===== src/rtl/fpu_ss_pkg.sv =====
// Shared types for the FP CSR sequencer: FSM state encoding and the
// writeback-port source selector.
package fpu_ss_pkg;

    typedef enum logic [1:0] {
        ST_IDLE   = 2'd0,
        ST_DRAIN  = 2'd1,
        ST_RESP   = 2'd2,
        ST_CSR_WB = 2'd3
    } seq_state_e;

    typedef logic [1:0] wb_src_t;

    localparam wb_src_t WB_SRC_NONE = 2'd0;
    localparam wb_src_t WB_SRC_FPU  = 2'd1;
    localparam wb_src_t WB_SRC_CSR  = 2'd2;

endpackage


===== src/rtl/fpu_ss_csr_seq_if.sv =====
// Issue, FPU, CSR and integer writeback signals of the FP CSR sequencer.
// The sequencer takes the slave view; its environment takes the master view.
interface fpu_ss_csr_seq_if #(
    parameter int unsigned ID_WIDTH = 4
);
    logic                issue_valid_i;
    logic                issue_ready_o;
    logic                issue_is_csr_i;
    logic [ID_WIDTH-1:0] issue_id_i;
    logic                fpu_in_valid_o;
    logic                fpu_in_ready_i;
    logic                fpu_out_valid_i;
    logic                fpu_out_ready_o;
    logic                fpu_out_int_i;
    logic [ID_WIDTH-1:0] fpu_out_id_i;
    logic [31:0]         fpu_out_data_i;
    logic                csr_valid_o;
    logic [ID_WIDTH-1:0] csr_id_o;
    logic                csr_wb_i;
    logic [31:0]         csr_rdata_i;
    logic                wb_valid_o;
    logic                wb_ready_i;
    logic [ID_WIDTH-1:0] wb_id_o;
    logic [31:0]         wb_data_o;
    logic                busy_o;

    modport slave (
        input  issue_valid_i, issue_is_csr_i, issue_id_i, fpu_in_ready_i,
               fpu_out_valid_i, fpu_out_int_i, fpu_out_id_i, fpu_out_data_i,
               csr_wb_i, csr_rdata_i, wb_ready_i,
        output issue_ready_o, fpu_in_valid_o, fpu_out_ready_o, csr_valid_o,
               csr_id_o, wb_valid_o, wb_id_o, wb_data_o, busy_o
    );

    modport master (
        output issue_valid_i, issue_is_csr_i, issue_id_i, fpu_in_ready_i,
               fpu_out_valid_i, fpu_out_int_i, fpu_out_id_i, fpu_out_data_i,
               csr_wb_i, csr_rdata_i, wb_ready_i,
        input  issue_ready_o, fpu_in_valid_o, fpu_out_ready_o, csr_valid_o,
               csr_id_o, wb_valid_o, wb_id_o, wb_data_o, busy_o
    );
endinterface


===== src/rtl/fpu_ss_csr_seq_chk.sv =====
// Protocol properties of the FP CSR sequencer, kept apart from the datapath.
module fpu_ss_csr_seq_chk (
    input logic clk_i,
    input logic rst_ni,
    input logic in_csr_wb,
    input logic fpu_out_valid,
    input logic fpu_out_int,
    input logic cnt_empty
);
    a_no_underflow: assert property (@(posedge clk_i) disable iff (!rst_ni)
        fpu_out_valid |-> !cnt_empty)
        else $error("fpu result arrived with no op in flight");

    a_wb_exclusive: assert property (@(posedge clk_i) disable iff (!rst_ni)
        !(in_csr_wb && fpu_out_valid && fpu_out_int))
        else $error("fpu integer result collided with csr writeback");
endmodule


===== src/rtl/fpu_ss_outstanding_cnt.sv =====
// Up/down counter of in-flight FPU ops; saturates at both ends so a
// simultaneous dispatch and retirement leaves the count unchanged.
module fpu_ss_outstanding_cnt #(
    parameter  int unsigned MAX_OUTSTANDING = 8,
    localparam int unsigned CNT_W           = $clog2(MAX_OUTSTANDING + 1)
) (
    input  logic             clk_i,
    input  logic             rst_ni,
    input  logic             inc,
    input  logic             dec,
    output logic [CNT_W-1:0] cnt,
    output logic             full,
    output logic             empty
);
    logic [CNT_W-1:0] cnt_r;

    // In-flight count register
    always_ff @(posedge clk_i or negedge rst_ni) begin
        if (!rst_ni) begin
            cnt_r <= '0;
        end else if (inc && !dec && !full) begin
            cnt_r <= cnt_r + CNT_W'(1);
        end else if (dec && !inc && !empty) begin
            cnt_r <= cnt_r - CNT_W'(1);
        end else begin
            cnt_r <= cnt_r;
        end
    end

    assign cnt   = cnt_r;
    assign full  = (cnt_r == CNT_W'(MAX_OUTSTANDING));
    assign empty = (cnt_r == CNT_W'(0));
endmodule


===== src/rtl/fpu_ss_csr_seq.sv =====
// Sequencer in front of the FP CSR unit and FPU: dispatches FP ops, holds CSR
// accesses until every in-flight op has retired, and shares the int writeback port.
module fpu_ss_csr_seq
    import fpu_ss_pkg::*;
#(
    parameter int unsigned MAX_OUTSTANDING = 8,
    parameter int unsigned ID_WIDTH        = 4
) (
    input logic             clk_i,
    input logic             rst_ni,
    fpu_ss_csr_seq_if.slave bus
);
    localparam int unsigned CNT_W = $clog2(MAX_OUTSTANDING + 1);

    seq_state_e          state_r;
    seq_state_e          state_nxt_s;
    logic [ID_WIDTH-1:0] csr_id_r;
    logic [31:0]         data_r;
    logic [CNT_W-1:0]    outstanding_s;
    logic                full_s;
    logic                empty_s;
    logic                inc_s;
    logic                dec_s;
    logic                fpu_in_valid_s;
    logic                issue_ready_s;
    logic                csr_valid_s;
    logic                csr_accept_s;
    logic                fpu_out_ready_s;
    logic                in_csr_wb_s;
    wb_src_t             wb_src_s;
    logic                wb_valid_s;
    logic [ID_WIDTH-1:0] wb_id_s;
    logic [31:0]         wb_data_s;

    fpu_ss_outstanding_cnt #(
        .MAX_OUTSTANDING(MAX_OUTSTANDING)
    ) u_cnt (
        .clk_i (clk_i),
        .rst_ni(rst_ni),
        .inc   (inc_s),
        .dec   (dec_s),
        .cnt   (outstanding_s),
        .full  (full_s),
        .empty (empty_s)
    );

    // FSM state register
    always_ff @(posedge clk_i or negedge rst_ni) begin
        if (!rst_ni) begin
            state_r <= ST_IDLE;
        end else begin
            state_r <= state_nxt_s;
        end
    end

    // CSR instruction ID and CSR read data capture
    always_ff @(posedge clk_i or negedge rst_ni) begin
        if (!rst_ni) begin
            csr_id_r <= '0;
            data_r   <= 32'd0;
        end else begin
            if (csr_accept_s) begin
                csr_id_r <= bus.issue_id_i;
            end
            if ((state_r == ST_RESP) && bus.csr_wb_i) begin
                data_r <= bus.csr_rdata_i;
            end
        end
    end

    // FSM next-state logic
    always_comb begin
        state_nxt_s = state_r;
        case (state_r)
            ST_IDLE: begin
                if (csr_accept_s) state_nxt_s = ST_DRAIN;
                else              state_nxt_s = ST_IDLE;
            end
            ST_DRAIN: begin
                if (empty_s) state_nxt_s = ST_RESP;
                else         state_nxt_s = ST_DRAIN;
            end
            ST_RESP: begin
                if (bus.csr_wb_i) state_nxt_s = ST_CSR_WB;
                else              state_nxt_s = ST_IDLE;
            end
            ST_CSR_WB: begin
                if (bus.wb_ready_i) state_nxt_s = ST_IDLE;
                else                state_nxt_s = ST_CSR_WB;
            end
            default: state_nxt_s = ST_IDLE;
        endcase
    end

    // FSM outputs: issue/dispatch handshake and the CSR pop strobe
    always_comb begin
        fpu_in_valid_s = 1'b0;
        issue_ready_s  = 1'b0;
        csr_valid_s    = 1'b0;
        csr_accept_s   = 1'b0;
        case (state_r)
            ST_IDLE: begin
                if (bus.issue_is_csr_i) begin
                    issue_ready_s = bus.issue_valid_i;
                    csr_accept_s  = bus.issue_valid_i;
                end else begin
                    fpu_in_valid_s = bus.issue_valid_i && !full_s;
                    issue_ready_s  = fpu_in_valid_s && bus.fpu_in_ready_i;
                end
            end
            ST_DRAIN: begin
                if (empty_s) csr_valid_s = 1'b1;
                else         csr_valid_s = 1'b0;
            end
            default: begin
                csr_valid_s = 1'b0;
            end
        endcase
    end

    // Result acceptance; integer results are backpressured by the writeback port
    always_comb begin
        fpu_out_ready_s = 1'b0;
        if (bus.fpu_out_valid_i) begin
            if (bus.fpu_out_int_i) fpu_out_ready_s = bus.wb_ready_i;
            else                   fpu_out_ready_s = 1'b1;
        end else begin
            fpu_out_ready_s = 1'b0;
        end
    end

    // Writeback source select: a pending CSR writeback owns the port outright
    always_comb begin
        wb_src_s = WB_SRC_NONE;
        if (state_r == ST_CSR_WB) begin
            wb_src_s = WB_SRC_CSR;
        end else if (bus.fpu_out_valid_i && bus.fpu_out_int_i) begin
            wb_src_s = WB_SRC_FPU;
        end else begin
            wb_src_s = WB_SRC_NONE;
        end
    end

    // Writeback mux
    always_comb begin
        wb_valid_s = 1'b0;
        wb_id_s    = '0;
        wb_data_s  = 32'd0;
        case (wb_src_s)
            WB_SRC_CSR: begin
                wb_valid_s = 1'b1;
                wb_id_s    = csr_id_r;
                wb_data_s  = data_r;
            end
            WB_SRC_FPU: begin
                wb_valid_s = 1'b1;
                wb_id_s    = bus.fpu_out_id_i;
                wb_data_s  = bus.fpu_out_data_i;
            end
            default: begin
                wb_valid_s = 1'b0;
            end
        endcase
    end

    assign inc_s       = fpu_in_valid_s && bus.fpu_in_ready_i;
    assign dec_s       = bus.fpu_out_valid_i && fpu_out_ready_s;
    assign in_csr_wb_s = (state_r == ST_CSR_WB);

    assign bus.issue_ready_o   = issue_ready_s;
    assign bus.fpu_in_valid_o  = fpu_in_valid_s;
    assign bus.fpu_out_ready_o = fpu_out_ready_s;
    assign bus.csr_valid_o     = csr_valid_s;
    assign bus.csr_id_o        = csr_id_r;
    assign bus.wb_valid_o      = wb_valid_s;
    assign bus.wb_id_o         = wb_id_s;
    assign bus.wb_data_o       = wb_data_s;
    assign bus.busy_o          = (state_r != ST_IDLE) || !empty_s;

    fpu_ss_csr_seq_chk u_chk (
        .clk_i        (clk_i),
        .rst_ni       (rst_ni),
        .in_csr_wb    (in_csr_wb_s),
        .fpu_out_valid(bus.fpu_out_valid_i),
        .fpu_out_int  (bus.fpu_out_int_i),
        .cnt_empty    (empty_s)
    );
endmodule

===== src/flat_wrapper.sv =====
// flat-port wrapper written by rule: the top's interface ports become plain ports
module fpu_ss_csr_seq_flat import fpu_ss_pkg::*;
#(
    parameter int unsigned MAX_OUTSTANDING = 8,
    parameter int unsigned ID_WIDTH        = 4
)
  (clk_i, rst_ni, bus_issue_valid_i, bus_issue_is_csr_i, bus_issue_id_i, bus_fpu_in_ready_i, bus_fpu_out_valid_i, bus_fpu_out_int_i, bus_fpu_out_id_i, bus_fpu_out_data_i, bus_csr_wb_i, bus_csr_rdata_i, bus_wb_ready_i, bus_issue_ready_o, bus_fpu_in_valid_o, bus_fpu_out_ready_o, bus_csr_valid_o, bus_csr_id_o, bus_wb_valid_o, bus_wb_id_o, bus_wb_data_o, bus_busy_o);
  fpu_ss_csr_seq_if #(.ID_WIDTH(ID_WIDTH)) bus_i ();
  input logic clk_i;
  input logic rst_ni;
  input wire logic [$bits(bus_i.issue_valid_i)-1:0] bus_issue_valid_i;
  input wire logic [$bits(bus_i.issue_is_csr_i)-1:0] bus_issue_is_csr_i;
  input wire logic [$bits(bus_i.issue_id_i)-1:0] bus_issue_id_i;
  input wire logic [$bits(bus_i.fpu_in_ready_i)-1:0] bus_fpu_in_ready_i;
  input wire logic [$bits(bus_i.fpu_out_valid_i)-1:0] bus_fpu_out_valid_i;
  input wire logic [$bits(bus_i.fpu_out_int_i)-1:0] bus_fpu_out_int_i;
  input wire logic [$bits(bus_i.fpu_out_id_i)-1:0] bus_fpu_out_id_i;
  input wire logic [$bits(bus_i.fpu_out_data_i)-1:0] bus_fpu_out_data_i;
  input wire logic [$bits(bus_i.csr_wb_i)-1:0] bus_csr_wb_i;
  input wire logic [$bits(bus_i.csr_rdata_i)-1:0] bus_csr_rdata_i;
  input wire logic [$bits(bus_i.wb_ready_i)-1:0] bus_wb_ready_i;
  output wire logic [$bits(bus_i.issue_ready_o)-1:0] bus_issue_ready_o;
  output wire logic [$bits(bus_i.fpu_in_valid_o)-1:0] bus_fpu_in_valid_o;
  output wire logic [$bits(bus_i.fpu_out_ready_o)-1:0] bus_fpu_out_ready_o;
  output wire logic [$bits(bus_i.csr_valid_o)-1:0] bus_csr_valid_o;
  output wire logic [$bits(bus_i.csr_id_o)-1:0] bus_csr_id_o;
  output wire logic [$bits(bus_i.wb_valid_o)-1:0] bus_wb_valid_o;
  output wire logic [$bits(bus_i.wb_id_o)-1:0] bus_wb_id_o;
  output wire logic [$bits(bus_i.wb_data_o)-1:0] bus_wb_data_o;
  output wire logic [$bits(bus_i.busy_o)-1:0] bus_busy_o;
  assign bus_i.issue_valid_i = bus_issue_valid_i;
  assign bus_i.issue_is_csr_i = bus_issue_is_csr_i;
  assign bus_i.issue_id_i = bus_issue_id_i;
  assign bus_i.fpu_in_ready_i = bus_fpu_in_ready_i;
  assign bus_i.fpu_out_valid_i = bus_fpu_out_valid_i;
  assign bus_i.fpu_out_int_i = bus_fpu_out_int_i;
  assign bus_i.fpu_out_id_i = bus_fpu_out_id_i;
  assign bus_i.fpu_out_data_i = bus_fpu_out_data_i;
  assign bus_i.csr_wb_i = bus_csr_wb_i;
  assign bus_i.csr_rdata_i = bus_csr_rdata_i;
  assign bus_i.wb_ready_i = bus_wb_ready_i;
  assign bus_issue_ready_o = bus_i.issue_ready_o;
  assign bus_fpu_in_valid_o = bus_i.fpu_in_valid_o;
  assign bus_fpu_out_ready_o = bus_i.fpu_out_ready_o;
  assign bus_csr_valid_o = bus_i.csr_valid_o;
  assign bus_csr_id_o = bus_i.csr_id_o;
  assign bus_wb_valid_o = bus_i.wb_valid_o;
  assign bus_wb_id_o = bus_i.wb_id_o;
  assign bus_wb_data_o = bus_i.wb_data_o;
  assign bus_busy_o = bus_i.busy_o;
  fpu_ss_csr_seq #(.MAX_OUTSTANDING(MAX_OUTSTANDING), .ID_WIDTH(ID_WIDTH)) u_core (.clk_i(clk_i), .rst_ni(rst_ni), .bus(bus_i));
endmodule

===== config.mk =====
export PLATFORM = sky130hd
export DESIGN_NAME = fpu_ss_csr_seq_flat
export DESIGN_NICKNAME = d
export VERILOG_FILES = /design/src/rtl/fpu_ss_pkg.sv /design/src/rtl/fpu_ss_csr_seq_if.sv /design/src/rtl/fpu_ss_csr_seq_chk.sv /design/src/rtl/fpu_ss_outstanding_cnt.sv /design/src/rtl/fpu_ss_csr_seq.sv /design/src/flat_wrapper.sv
export SDC_FILE = /design/constraint.sdc
export NUM_CORES = 1
export LEC_CHECK = 0
export CORE_MARGIN = 10
export CORE_UTILIZATION = 35
export DETAILED_ROUTE_END_ITERATION = 6
export PLACE_DENSITY = 0.84
export SLEW_MARGIN = 10
export SYNTH_ARGS = -nofsm -noshare
export SYNTH_HDL_FRONTEND = slang
export SYNTH_SLANG_ARGS = --single-unit

===== constraint.sdc =====
create_clock -name clk_i -period 2.2 [get_ports clk_i]
set_input_delay 0.22 -clock clk_i [delete_from_list [all_inputs] [get_ports clk_i]]
set_output_delay 0.22 -clock clk_i [all_outputs]
set_load 0.1 [all_outputs]

==> results.py, run 1 <==
metrics = {
    "status": {
        "status": "finished, violations left",
        "violations": "hold timing",
    },
    "floorplanning": {
        "initial_core_util_pct": 35.9,
        "die_area_sq_um": 10100,
        "die_h_um": 101,
        "io_pins": 127,
        "rows": 29,
        "die_w_um": 101,
        "coreArea_sq_um": 6310,
    },
    "layout": {
        "nets": 422,
        "insertedDiodeCount": 0,
        "layout-drive-gt1-share_pct": 36.6,
        "area_growth_pct": 89.4,
        "fillCellCount": 447,
        "regArea_sq_um": 1050,
        "multi_input_area_sq_um": 1200,
    },
    "sta": {
        "fmax_ghz": 0.464,
        "hold_viol": 11,
        "worst_pin_slew_ps": 519,
        "slew_viol_final": 0,
        "period_share_pct": 97.9,
        "relSlewSlack_pct": 65.4,
        "setup_violations": 0,
        "holdWs_ps": -13.7,
        "fin_skew_ps": 4.63,
        "period_needed_ps": 2150,
    },
    "setup_path": {
        "r2r_cells": 9,
        "crit_family": "simple AND/OR/NAND/NOR gates",
        "crit_chain": "nor4b_4 > nand4_1 > buf_6 > fa_2 > xor2_2 > nand3_1 > a32oi_1 > nor2_1 > nor3_2",
        "crit_fanout": 3,
        "cp_slowest_cell": "dfrtp_2",
        "crit_end": "u_core.u_cnt.cnt[2]",
        "worstPathBufferInverterCount": 1,
        "crit-reg2reg-launch": "u_core.state_r[1]",
        "startpoint": "u_core.state_r[1]",
        "cp.required_ps": 2410,
        "critPathMaxStageDelay_ps": 430,
        "critPathArrivalTime_ps": 2360,
        "cp-start-kind": "flop",
        "r2r-end": "u_core.u_cnt.cnt[2]",
        "cp-end-kind": "flop",
        "crit_type": "flop to flop",
        "cp.depth": 9,
        "ff2ff_setup_slack_ps": 50,
    },
    "logic_synthesis": {
        "synth_cells": 195,
        "ys_ff_latch": 42,
        "yosys.cell_types.count": 34,
        "synth.cell_area_sq_um": 2270,
        "synth_area_per_cell_sq_um": 11.6,
        "synth_seq_area_share_pct": 46.3,
        "synth_edf_count": 0,
        "ys.flop_type": "dfrtp_1",
        "async_flop_share_pct": 100,
        "yosysWarnings": 0,
        "syn-num-nets": 279,
    },
    "routing": {
        "wl_per_cell_um": 18.2,
        "vias": 2143,
        "drt_iter0_markers": 62,
        "ant_nets": 0,
        "via_per_inst": 5.15,
        "drc": 0,
        "dr.pass1.iters": 4,
        "wl_um": 7570,
    },
    "grt": {
        "grt_pass1_vias": 2285,
        "grt_max_degree": 43,
        "grt_usage_pct": 14.2,
        "grt_pass1_wl_um": 11600,
        "grt_overflow": 0,
        "grt_antenna_before_repair": 0,
    },
    "power_and_ir_drop": {
        "leakage_nw": 1.90,
        "p_seq_share_pct": 32.7,
        "switching_share_pct": 43.7,
        "combPwrFrac_pct": 55.8,
        "p_total_w": 0.00425,
        "p_clk_share_pct": 11.5,
        "ir_drop_mv": 0.547,
        "p_int_w": 0.00239,
        "power.density_nw_per_um2": 990,
        "power.switching_w": 0.00186,
    },
    "cts": {
        "clock-sinks": 42,
        "clk_pin_slew_ps": 80,
        "insertion_delay_ps": 280,
        "numCtsBuffers": 5,
        "cts_buffer_depth": 2,
        "cts-root-buf": "clkbuf_8",
        "htree_levels": 2,
        "cts_tree": "built",
        "cts_hold_buf": 0,
    },
    "placed_design": {
        "io_buffers": 126,
        "place.gp.congestion": 0.865,
        "hpwl_um": 6190,
    },
    "job": {
        "drv_cap": 0,
    },
    "min_path": {
        "hold_path.class": "input port to async pin",
    },
}
## power by group through the flow
stage	clock network [W]	logic, W	registers [W]
3_3_place_gp	0	0.00226	0.00137
3_5_place_dp	0	0.00232	0.00139
6_report	0.000490	0.00237	0.00139
2_1_floorplan	0	0.00127	0.00162
5_1_grt	0.000547	0.00251	0.00142
4_1_cts	0.000511	0.00233	0.00138
## final cells by class
class | instances | share of cell area (%)
Inverter | 2 | 0.175
Timing Repair Buffer | 149 | 43.2
Clock buffer | 7 | 2.01
Tap cell | 77 | 2.24
Clock inverter | 1 | 0.116
Sequential cell | 42 | 24.5
Multi-Input combinational cell | 138 | 27.8
## cells in the mapped netlist (3+ instances only)
cell type	n	area [sq um]
mux2_1	4	45.0
nor2_1	11	41.3
a21oi_1	5	25.0
nand2b_1	3	18.8
dfrtp_1	42	1050
o21ai_0	4	20.0
nand2_1	9	33.8
buf_2	10	50.1
a22o_1	36	315
mux2_2	32	360
nor2b_1	4	25.0
nand3_1	4	20.0
nor3_1	4	20.0
## how the worst min path moves through the flow
| stage | startpoint | slack (ps) | to | depth (start not counted) |
|---|---|---|---|---|
| 6_report | rst_ni | -10 | u_core.state_r[0] | 2 |
| 5_1_grt | rst_ni | 40 | u_core.bus.csr_id_o[1] | 2 |
| 3_3_place_gp | rst_ni | 330 | u_core.state_r[0] | 2 |
| 3_5_place_dp | rst_ni | 320 | u_core.state_r[0] | 2 |
| 4_1_cts | rst_ni | 10 | u_core.state_r[0] | 2 |
| 2_1_floorplan | rst_ni | -80 | u_core.bus.csr_id_o[0] | 0 |
## state kept, by name, indices dropped and copies added (netlist names)
register / cells
u_core.data_r: 32
u_core.bus.csr_id_o: 4
u_core.state_r: 2
u_core.u_cnt.cnt: 4
## layout by cell type, fill, tap and decap left out, types with 2 or more instances in the layout
| cell | count |
|---|---|
| a21oi_1 | 5 |
| a22o_1 | 36 |
| a32oi_1 | 2 |
| buf_12 | 43 |
| buf_4 | 25 |
| clkbuf_8 | 6 |
| clkdlybuf4s50_1 | 79 |
| dfrtp_1 | 41 |
| inv_1 | 2 |
| mux2_1 | 4 |
| mux2_2 | 32 |
| nand2_1 | 9 |
| nand2b_1 | 3 |
| nand3_1 | 3 |
| nor2_1 | 11 |
| nor2b_1 | 4 |
| nor3_1 | 2 |
| nor3_2 | 3 |
| o21ai_0 | 4 |
## routing by layer
layer,up-vias,global-route usage (%),part of all wire [%]
li1,1014,-,-
met1,1040,16.5,39
met2,83,24.6,53
met3,6,4.60,7.1
met4,0,3.70,0.71
met5,-,0,0
## metrics by stage
step                instances  cell area, sq um  worst slack, ps  utilization (%)  TNS [ps]
detailed placement        405              4140             -287             65.6      -709
finish                    416              4300             46.6             68.1         0
floorplan                 195              2280             10.9                -         0
CTS                       413              4240             28.9             67.1         0
global placement          405              4140             -170             65.6      -340
global route              416              4300            -66.8             68.1     -82.0
## cell families after synthesis
family                     Yosys count  synth area share (%)
and+or+nand+nor                     46                  11.5
AOI/OAI and AO/OA                   50                  17.9
adders and majority gates            3                  1.98
buffers and inverters               15                  3.20
DFF                                 42                  46.3
xor gates and xnor gates             2                 0.772
muxes                               37                  18.3
## timing repair
item                                    in CTS  in global routing
resized for setup                            2                  6
endpoints found under the setup margin       1                  3
buffers inserted                             0                  3
pin swaps                                    1                  5
gates cloned                                 0                  0
No activity file was read; power rests on OpenSTA's default activity.
==> run 2: changes to the inputs <==
--- a/config.mk
+++ b/config.mk
@@ -5,8 +5,10 @@
 export SDC_FILE = /design/constraint.sdc
 export NUM_CORES = 1
 export LEC_CHECK = 0
+export CELL_PAD_IN_SITES_DETAIL_PLACEMENT = 0
+export CELL_PAD_IN_SITES_GLOBAL_PLACEMENT = 1
 export CORE_MARGIN = 10
-export CORE_UTILIZATION = 35
+export CORE_UTILIZATION = 26
 export DETAILED_ROUTE_END_ITERATION = 6
 export PLACE_DENSITY = 0.84
 export SLEW_MARGIN = 10
==> run 2 against run 1 <==
Fmax about the same. First-iteration DRC count increased by 37%. Die area increased by 27%. Register-to-register slack about the same. Clock-buffer cell count decreased by 1. Via count increased by 0.33%. The flow now finishes without violations. Non-clock buffer count increased by 3. Worst setup slack got worse by 0.94 ps. Combinational power increased by 3%.
==> results.py, run 2 (same netlist as run 1, synthesis figures left out) <==
metrics = {
    "status": {
        "status": "complete, no violations",
    },
    "sta": {
        "worst_pin_slew_ps": 443,
        "slew_viol_final": 0,
        "relSlewSlack_pct": 70.5,
        "setup_ws_ps": 45.7,
        "setup_violations": 0,
        "period_needed_ps": 2150,
        "grt_setup_unrepaired": "true",
        "period_share_pct": 97.9,
        "fin_skew_ps": 2.98,
        "fmax_ghz": 0.464,
        "hold_viol": 0,
    },
    "floorplanning": {
        "die_h_um": 113,
        "initial_core_util_pct": 26.4,
        "io_pins": 127,
        "die_area_sq_um": 12900,
        "coreArea_sq_um": 8590,
        "rows": 34,
        "die_w_um": 113,
    },
    "setup_path": {
        "crit_fanout": 4,
        "crit-reg2reg-launch": "u_core.state_r[1]",
        "crit_type": "flop to flop",
        "cp-end-kind": "flop",
        "cp.required_ps": 2410,
        "startpoint": "u_core.state_r[1]",
        "cp-start-kind": "flop",
        "critPathArrivalTime_ps": 2360,
    },
    "routing": {
        "wl_per_cell_um": 17.5,
        "wl_um": 7890,
        "dr.pass1.iters": 4,
        "via_per_inst": 4.78,
        "drt_iter0_markers": 85,
        "drc": 0,
        "vias": 2150,
        "ant_nets": 0,
    },
    "layout": {
        "largest_register": "u_core.data_r",
        "layout_common_cells": "clkdlybuf4s50_1, buf_12, dfrtp_1, a22o_1, mux2_2",
        "area_growth_pct": 95.3,
        "insertedDiodeCount": 0,
        "nets": 425,
        "layout.cells.non_filler": 450,
        "final_common_cell": "clkdlybuf4s50_1",
        "final_area_sq_um": 4430,
        "largest_register_ff_count": 32,
        "fin_util_pct": 51.6,
        "layout-drive-gt1-share_pct": 37.7,
    },
    "placed_design": {
        "placed_cell_area_sq_um": 4190,
        "post-place-cells": 436,
        "dpl_worst_slack_ps": -362,
        "io_buffers": 126,
        "place.gp.congestion": 0.834,
        "hpwl_um": 6360,
    },
    "cts": {
        "cts_tree": "built",
        "htree_levels": 2,
        "clk_pin_slew_ps": 80,
        "cts_buffer_depth": 2,
        "cts-root-buf": "clkbuf_8",
        "insertion_delay_ps": 280,
        "clock-sinks": 42,
        "numCtsBuffers": 5,
    },
    "power_and_ir_drop": {
        "combPwrFrac_pct": 53.4,
        "p_seq_share_pct": 30.5,
        "leakage_nw": 1.94,
        "ir_drop_mv": 0.383,
        "power.density_nw_per_um2": 1030,
        "p_int_w": 0.00267,
        "switching_share_pct": 41.4,
        "p_clk_share_pct": 16.1,
        "p_total_w": 0.00455,
        "power.switching_w": 0.00188,
    },
    "grt": {
        "grt_antenna_before_repair": 0,
        "grt_pass1_wl_um": 12400,
        "grt.met1_usage_pct": 13.9,
        "use_met2_pct": 19.4,
        "use_met3_pct": 4.99,
        "grt_overflow": 0,
        "top_usage_layer": "met2",
        "grt_pass1_vias": 2276,
        "grt_usage_pct": 11.8,
        "grt_max_degree": 37,
    },
    "job": {
        "drv_cap": 0,
    },
    "min_path": {
        "hold_path.class": "input port to async pin",
    },
}
[run 2: power by group through the flow]
stage               Sequential [W]  Clock [W]  Combinational [W]
global placement           0.00138          0            0.00225
floorplan                  0.00162          0            0.00127
finish                     0.00139   0.000733            0.00243
global route               0.00144   0.000811            0.00257
detailed placement         0.00140          0            0.00231
CTS                        0.00138   0.000768            0.00232
[run 2: worst paths after layout]
check                                       to  slack (ps)  cells after the start
setup / recovery           u_core.u_cnt.cnt[2]          50                      9
hold / removal                u_core.data_r[0]         400                      2
setup reg to reg           u_core.u_cnt.cnt[2]          50                      9
hold reg to reg               u_core.data_r[2]         510                      1
max in group asynchronous    u_core.data_r[17]        1120                      3
min in group clk_i            u_core.data_r[2]         510                      1
[run 2: final cells by class]
class	count	area, sq um
fillers	779	4160
repair buffers	152	1890
multi-input cells	138	1200
flip-flops and latches	42	1050
well taps	108	135
clock buffers	6	82.6
clock inverters	2	60.1
inverters	2	7.51
[run 2: what timing repair did]
item                                   4_1_cts  5_1_grt
setup endpoints to repair                    3        3
endpoints found under the hold margin       18        0
pin swaps                                    7       10
resized for setup                            3        8
setup buffers                                1        4
hold buffers                                 1        0
[run 2: per-stage QoR]
| stage | hold slack, ps | TNS (ps) |
|---|---|---|
| after floorplan | -75.6 | 0 |
| after global placement | 188 | -662 |
| after detailed placement | 192 | -969 |
| after CTS | 418 | 0 |
| after global routing | 443 | -319 |
| final | 404 | 0 |
[run 2: critical path, stage by stage (launching register included)]
cell     delay (ps)
dfrtp_2         440
nor4b_4         330
nand4_1         150
buf_6           160
fa_2            350
xor2_2          180
nand3_1          90
a32oi_1         200
nor2_1           70
nor3_2          110
[run 2: per-layer routing]
layer  wire length (um)  vias to the layer above
li1                   -                     1018
met1               3250                     1028
met2               3880                      100
met3                700                        4
met4                 59                        0
met5                  0                        -
